===== src/rtl/riscv_pkg.sv =====
// Shared definitions for the RISC-V core: the NOP encoding, the major opcodes
// used by decode and control, and the fetch FSM state type.
package riscv_pkg;

    // addi x0, x0, 0
    localparam logic [31:0] NOP_INSTR = 32'h0000_0013;

    // Major opcodes (instr[6:0]) reused by the control unit
    localparam logic [6:0] OPC_R      = 7'b0110011;
    localparam logic [6:0] OPC_I_ALU  = 7'b0010011;
    localparam logic [6:0] OPC_LOAD   = 7'b0000011;
    localparam logic [6:0] OPC_STORE  = 7'b0100011;
    localparam logic [6:0] OPC_BRANCH = 7'b1100011;
    localparam logic [6:0] OPC_JAL    = 7'b1101111;
    localparam logic [6:0] OPC_JALR   = 7'b1100111;
    localparam logic [6:0] OPC_LUI    = 7'b0110111;
    localparam logic [6:0] OPC_AUIPC  = 7'b0010111;

    // Prefetch occupancy counter width; covers depths of 2 and 4
    localparam int FIFO_CNT_W = 3;

    // IDLE: nothing outstanding, REQ: outstanding and kept, DROP: outstanding and discarded
    typedef enum logic [1:0] {
        FETCH_IDLE = 2'd0,
        FETCH_REQ  = 2'd1,
        FETCH_DROP = 2'd2
    } fetch_state_t;

    // Force an address onto a word boundary
    function automatic logic [31:0] align_word(input logic [31:0] addr);
        return {addr[31:2], 2'b00};
    endfunction

endpackage


===== src/rtl/fetch_fifo.sv =====
// Small synchronous prefetch FIFO. Head is read straight from the entry
// registers so a word pushed at one edge is visible right after that edge.
// Flush has priority over push and pop.
module fetch_fifo
    import riscv_pkg::*;
#(
    parameter int WIDTH = 64,
    parameter int DEPTH = 2
) (
    input  logic                  clk,
    input  logic                  rst_n,
    input  logic                  push,
    input  logic                  pop,
    input  logic                  flush,
    input  logic [WIDTH-1:0]      din,
    output logic                  full,
    output logic                  empty,
    output logic [WIDTH-1:0]      head,
    output logic [FIFO_CNT_W-1:0] count
);

    localparam int PTR_W = (DEPTH > 1) ? $clog2(DEPTH) : 1;

    logic [WIDTH-1:0]      r_mem [DEPTH];
    logic [PTR_W-1:0]      r_wr_ptr;
    logic [PTR_W-1:0]      r_rd_ptr;
    logic [FIFO_CNT_W-1:0] r_count;
    logic                  w_do_push;
    logic                  w_do_pop;

    assign full      = (r_count == FIFO_CNT_W'(DEPTH));
    assign empty     = (r_count == '0);
    assign count     = r_count;
    assign head      = r_mem[r_rd_ptr];
    assign w_do_push = push && !flush && !full;
    assign w_do_pop  = pop && !flush && !empty;

    // Entry storage; contents need no reset since count gates visibility
    always_ff @(posedge clk) begin
        if (w_do_push) begin
            r_mem[r_wr_ptr] <= din;
        end
    end

    // Pointers and occupancy; depth is a power of two so pointers wrap naturally
    always_ff @(posedge clk) begin
        if (!rst_n || flush) begin
            r_wr_ptr <= '0;
            r_rd_ptr <= '0;
            r_count  <= '0;
        end else begin
            if (w_do_push) begin
                r_wr_ptr <= r_wr_ptr + 1'b1;
            end
            if (w_do_pop) begin
                r_rd_ptr <= r_rd_ptr + 1'b1;
            end
            case ({w_do_push, w_do_pop})
                2'b10:   r_count <= r_count + FIFO_CNT_W'(1);
                2'b01:   r_count <= r_count - FIFO_CNT_W'(1);
                default: r_count <= r_count;
            endcase
        end
    end

endmodule


===== src/rtl/fetch_unit.sv =====
// Instruction-fetch stage: owns the PC, keeps at most one request in flight to
// instruction memory, buffers returned words in a prefetch FIFO and presents
// the head instruction with its PC and pre-sliced fields to decode.
module fetch_unit
    import riscv_pkg::*;
#(
    parameter logic [31:0] RESET_PC   = 32'h0000_0000,
    parameter int          FIFO_DEPTH = 2
) (
    input  logic        clk,
    input  logic        rst_n,
    output logic        imemReq,
    output logic [31:0] imemAddr,
    input  logic        imemAck,
    input  logic [31:0] imemData,
    input  logic        pcloadEn,
    input  logic [31:0] pcTarget,
    input  logic        stall,
    output logic        instValid,
    output logic [31:0] instr,
    output logic [31:0] instPc,
    output logic [6:0]  opcode,
    output logic [2:0]  func3,
    output logic        func7
);

    fetch_state_t          r_state;
    logic                  r_imem_req;
    logic [31:0]           r_imem_addr;
    logic [31:0]           r_pc;

    logic [31:0]           w_target;
    logic [31:0]           w_pc_inc;
    logic                  w_push;
    logic                  w_pop;
    logic                  w_full;
    logic                  w_empty;
    logic [63:0]           w_head;
    logic [FIFO_CNT_W-1:0] w_count;
    logic                  w_room_after_ack;
    logic                  w_inst_valid;
    logic [31:0]           w_instr;

    assign w_target     = align_word(pcTarget);
    assign w_pc_inc     = r_pc + 32'd4;
    assign w_inst_valid = !w_empty;

    // Only a kept request delivers data; a same-cycle redirect discards it
    assign w_push = (r_state == FETCH_REQ) && imemAck && !pcloadEn;
    assign w_pop  = w_inst_valid && !stall && !pcloadEn;

    // After this ack's push (and any pop) will there still be a free slot?
    assign w_room_after_ack = w_pop || (w_count < FIFO_CNT_W'(FIFO_DEPTH - 1));

    fetch_fifo #(
        .WIDTH (64),
        .DEPTH (FIFO_DEPTH)
    ) u_fifo (
        .clk   (clk),
        .rst_n (rst_n),
        .push  (w_push),
        .pop   (w_pop),
        .flush (pcloadEn),
        .din   ({r_imem_addr, imemData}),
        .full  (w_full),
        .empty (w_empty),
        .head  (w_head),
        .count (w_count)
    );

    // Fetch FSM: request issue, ack handling, redirect and drop of stale responses.
    // In REQ r_pc equals the outstanding address; in DROP it holds the redirect target.
    always_ff @(posedge clk) begin
        if (!rst_n) begin
            r_state     <= FETCH_IDLE;
            r_imem_req  <= 1'b0;
            r_imem_addr <= RESET_PC;
            r_pc        <= RESET_PC;
        end else if (pcloadEn) begin
            r_pc <= w_target;
            if ((r_state != FETCH_IDLE) && !imemAck) begin
                // Request still in flight: keep it on the bus, throw its data away
                r_state <= FETCH_DROP;
            end else begin
                // Bus is free (idle or completing now): start on the target next cycle
                r_state     <= FETCH_REQ;
                r_imem_req  <= 1'b1;
                r_imem_addr <= w_target;
            end
        end else begin
            case (r_state)
                FETCH_IDLE: begin
                    if (!w_full) begin
                        r_state     <= FETCH_REQ;
                        r_imem_req  <= 1'b1;
                        r_imem_addr <= r_pc;
                    end
                end
                FETCH_REQ: begin
                    if (imemAck) begin
                        r_pc <= w_pc_inc;
                        if (w_room_after_ack) begin
                            r_imem_addr <= w_pc_inc;
                        end else begin
                            r_state    <= FETCH_IDLE;
                            r_imem_req <= 1'b0;
                        end
                    end
                end
                FETCH_DROP: begin
                    if (imemAck) begin
                        r_state     <= FETCH_REQ;
                        r_imem_req  <= 1'b1;
                        r_imem_addr <= r_pc;
                    end
                end
                default: begin
                    r_state    <= FETCH_IDLE;
                    r_imem_req <= 1'b0;
                end
            endcase
        end
    end

    assign w_instr = w_inst_valid ? w_head[31:0] : NOP_INSTR;

    assign imemReq   = r_imem_req;
    assign imemAddr  = r_imem_addr;
    assign instValid = w_inst_valid;
    assign instr     = w_instr;
    assign instPc    = w_inst_valid ? w_head[63:32] : r_pc;
    assign opcode    = w_instr[6:0];
    assign func3     = w_instr[14:12];
    assign func7     = w_instr[30];

endmodule


===== config.mk =====
export PLATFORM = sky130hd
export DESIGN_NAME = fetch_unit
export DESIGN_NICKNAME = d
export VERILOG_FILES = /design/src/rtl/riscv_pkg.sv /design/src/rtl/fetch_fifo.sv /design/src/rtl/fetch_unit.sv
export SDC_FILE = /design/constraint.sdc
export NUM_CORES = 1
export LEC_CHECK = 0
export CORE_MARGIN = 2
export CORE_UTILIZATION = 50
export CTS_CLUSTER_SIZE = 24
export DETAILED_ROUTE_END_ITERATION = 10
export DONT_BUFFER_PORTS = 1
export HOLD_SLACK_MARGIN = 0.03
export SLEW_MARGIN = 20
export SYNTH_ARGS = -nofsm -noshare
export SYNTH_HDL_FRONTEND = slang
export SYNTH_SLANG_ARGS = --single-unit

===== constraint.sdc =====
create_clock -name clk -period 6.6 [get_ports clk]
set_input_delay 0.99 -clock clk [delete_from_list [all_inputs] [get_ports clk]]
set_output_delay 0.99 -clock clk [all_outputs]
set_load 0.01 [all_outputs]

==> results.py <==
metrics = {
    "status": {
        "status": "complete, no violations",
    },
    "yosys": {
        "synth_top_area_frac": 0.408,
        "syn-mean-instance-area_sq_um": 10.6,
        "synthFlopType": "edfxtp_1",
        "synth_edf_count": 124,
        "netlist_area_sq_um": 9130,
        "ys_warn_count": 0,
        "synth.largest_area_cell": "edfxtp_1",
        "synth_area_leaders": "edfxtp_1, dfxtp_1, mux2i_1",
        "syn_inst": 858,
        "synth_cell_types": 57,
        "ys_ff_latch": 193,
        "yosysSeqAreaShare": 0.559,
        "async_flop_share": 0,
    },
    "clocking": {
        "ctsHtreeMaxLevel": 4,
        "clock_path_buffers": 2,
        "cts_root_buf": "clkbuf_16",
        "hold_buffers": 0,
        "cts_resized": 0,
        "path_clk_slew_ns": 0.07,
        "cts_buffers": 17,
        "post-cts-setup-buffers": 0,
        "clkLatencyLatePin_ns": 0.43,
        "cts_tree": "built",
        "clock_sinks": 193,
    },
    "route": {
        "route.detailed.drc": 0,
        "dr.first_iter.drc_count": 419,
        "wl_um": 21500,
        "vias": 6182,
        "ant_nets": 0,
        "drtPass1Iterations": 5,
        "post_drt_via_cell_ratio": 5.89,
        "wire_per_inst_um": 20.5,
    },
    "critical_path": {
        "critPathMaxStageDelay_ns": 0.68,
        "cp-start-kind": "flip-flop",
        "crit_chain": "inv_1 -> ha_1 -> nor2b_4 -> buf_4 -> o21ai_0",
        "slowest_stage": "buf_4",
        "setup.worst_path.class": "reg2out",
        "cp.required_ns": 5.61,
        "crit_buf_inv": 2,
        "worst-path-max-fanout": 90,
        "cp.arrival_ns": 2.36,
        "end_kind": "output port",
        "critPathTopFamily": "buffers and inverters",
    },
    "cells_and_area": {
        "multiInputGateArea_sq_um": 3580,
        "fillers": 1629,
        "layout-drive-gt1-share": 0.0598,
        "nets": 882,
        "n_antenna_cell": 0,
        "areaGrowthSynthToFinish_pct": 5.89,
        "fin_area_sq_um": 9670,
        "seq_area_sq_um": 5110,
    },
    "power_and_ir_drop": {
        "p_leak_nw": 3.15,
        "p_sw_uw": 656,
        "p_int_mw": 1.93,
        "p_seq_frac": 0.542,
        "switching_share": 0.253,
        "p_comb_frac": 0.075,
        "ir_drop_uv": 180,
        "p_per_area_nw_per_um2": 268,
        "pwr-share-clk": 0.383,
    },
    "grt": {
        "globalRouteTotalUtil": 0.224,
        "grt_overflow": 0,
        "grt_pass1_vias": 6091,
        "grt_pass1_wl_um": 34100,
        "grt_max_degree": 91,
        "antenna_found_initial": 0,
    },
    "die": {
        "die_h_um": 139,
        "coreArea_sq_um": 18000,
        "ioPinCount": 178,
        "fp-row-count": 49,
        "initial_core_util": 0.508,
        "die_area_sq_um": 19400,
        "fp.dieW_um": 139,
    },
    "placement": {
        "hpwlAfterDp_um": 14700,
        "dp_worst_setup_slack_ns": 3.11,
        "place.gp.congestion": 0.868,
        "placed_cell_area_sq_um": 9060,
        "portBuffers": 0,
    },
    "sta": {
        "fin_tns_setup_ns": 0,
        "finalHoldViolCount": 0,
        "fin_crit_ns": 3.35,
        "rsz0062_at_grt": "no",
        "setup_viol": 0,
        "whs_ns": 0.508,
        "fmax_mhz": 299,
        "tightest_slew_ns": 0.926,
        "clock_skew_ns": 0.00877,
        "min_period_over_period": 0.507,
        "slew_headroom": 0.381,
        "worst_slack_ns": 3.25,
        "slew_viol_final": 0,
    },
    "worst_hold_path": {
        "min_path_type": "reg2reg",
    },
    "flow_run": {
        "drv_cap": 0,
    },
}
-- worst register-to-register path, cell delays in order (launching register included) --
cell and delay [ns]:
dfxtp_1 0.68, nand3b_1 0.50, nor3_1 0.48, inv_1 0.17, nor2_4 0.41, buf_4 0.62
-- cell type report --
cell class	count	share of cell area
tap	229	0.0296
timing repair buffer	7	0.00750
clock inverter	15	0.0151
clock buffer	17	0.0440
inverter	14	0.00543
sequential	193	0.528
multi-input combinational	574	0.370
-- stage by stage --
stage / total power [mW] / utilization / instances
after floorplan: 1.58 / - / 861
after global placement: 1.62 / 0.504 / 1016
after detailed placement: 1.63 / 0.505 / 1016
after CTS: 2.61 / 0.536 / 1048
after global routing: 2.69 / 0.538 / 1049
final: 2.59 / 0.538 / 1049
-- sequential cells by signal, indices dropped and copies added, names as in the netlist, named ones only --
| name | cells |
|---|---|
| u_fifo.r_mem | 124 |
| imemAddr | 30 |
| r_pc | 30 |
| u_fifo.count | 3 |
| r_state | 2 |
| imemReq | 1 |
| u_fifo.r_rd_ptr | 1 |
| u_fifo.r_wr_ptr | 1 |
-- final timing paths --
| kind | depth (start not counted) | slack [ns] | endpoint | start |
|---|---|---|---|---|
| setup / recovery | 5 | 3.25 | instPc[20] | u_fifo.count[0] |
| hold / removal | 2 | 0.51 | flip-flop | u_fifo.r_rd_ptr |
| setup reg to reg | 5 | 3.31 | u_fifo.r_mem[0][59] | r_state[0] |
| hold reg to reg | 2 | 0.51 | flip-flop | u_fifo.r_rd_ptr |
-- cell families after synthesis --
family	after synthesis	share of synthesized area
and+or+nand+nor	304	0.165
DFF	193	0.559
AOI/OAI and AO/OA	142	0.0915
buffers and inverters	94	0.0536
muxes	66	0.0723
xor gates and xnor gates	52	0.0499
adders and majority gates	6	0.00822
other	1	0.000411
-- power by group through the flow --
stage          sequential, mW  combinational [mW]  clock (mW)
2_1_floorplan            1.40               0.185           0
3_3_place_gp             1.43               0.189           0
3_5_place_dp             1.43               0.193           0
4_1_cts                  1.41               0.195        1.01
5_1_grt                  1.41               0.218        1.06
6_report                 1.40               0.193       0.993
-- cell usage after synthesis, types with 4 or more instances --
library cell	number
inv_1	14
nand2_1	106
xnor2_1	28
o21ai_0	49
and2_1	4
edfxtp_1	124
or4_1	5
nand2b_1	27
o211ai_1	12
a21oi_1	47
and4_1	4
buf_6	5
nand3_1	30
nor3b_1	5
nor2_1	55
buf_4	19
a31oi_1	10
nor3_1	14
a221oi_1	4
dfxtp_1	69
nand4_1	20
o31ai_1	5
buf_2	8
clkbuf_1	41
nor2b_1	5
and3_1	4
mux2i_1	66
ha_1	6
nor4_1	11
xor2_1	24
-- cells in the final DEF, fill, tap and decap left out, types with 9 or more instances in the layout --
cell type / count
a21oi_1: 47
a31oi_1: 10
clkbuf_16: 17
dfxtp_1: 68
edfxtp_1: 124
inv_1: 14
mux2i_1: 66
nand2_1: 106
nand2b_1: 27
nand3_1: 30
nand4_1: 20
nor2_1: 54
nor3_1: 14
nor4_1: 9
o211ai_1: 12
o21ai_0: 49
xnor2_1: 28
xor2_1: 24
-- routing by layer --
metal  global-route usage  routed length, um
met5                    0                  0
met4               0.0638                255
met3               0.0580               1470
met2                0.368              10300
met1                0.297               9440
No activity file was read; power rests on OpenSTA's default activity.
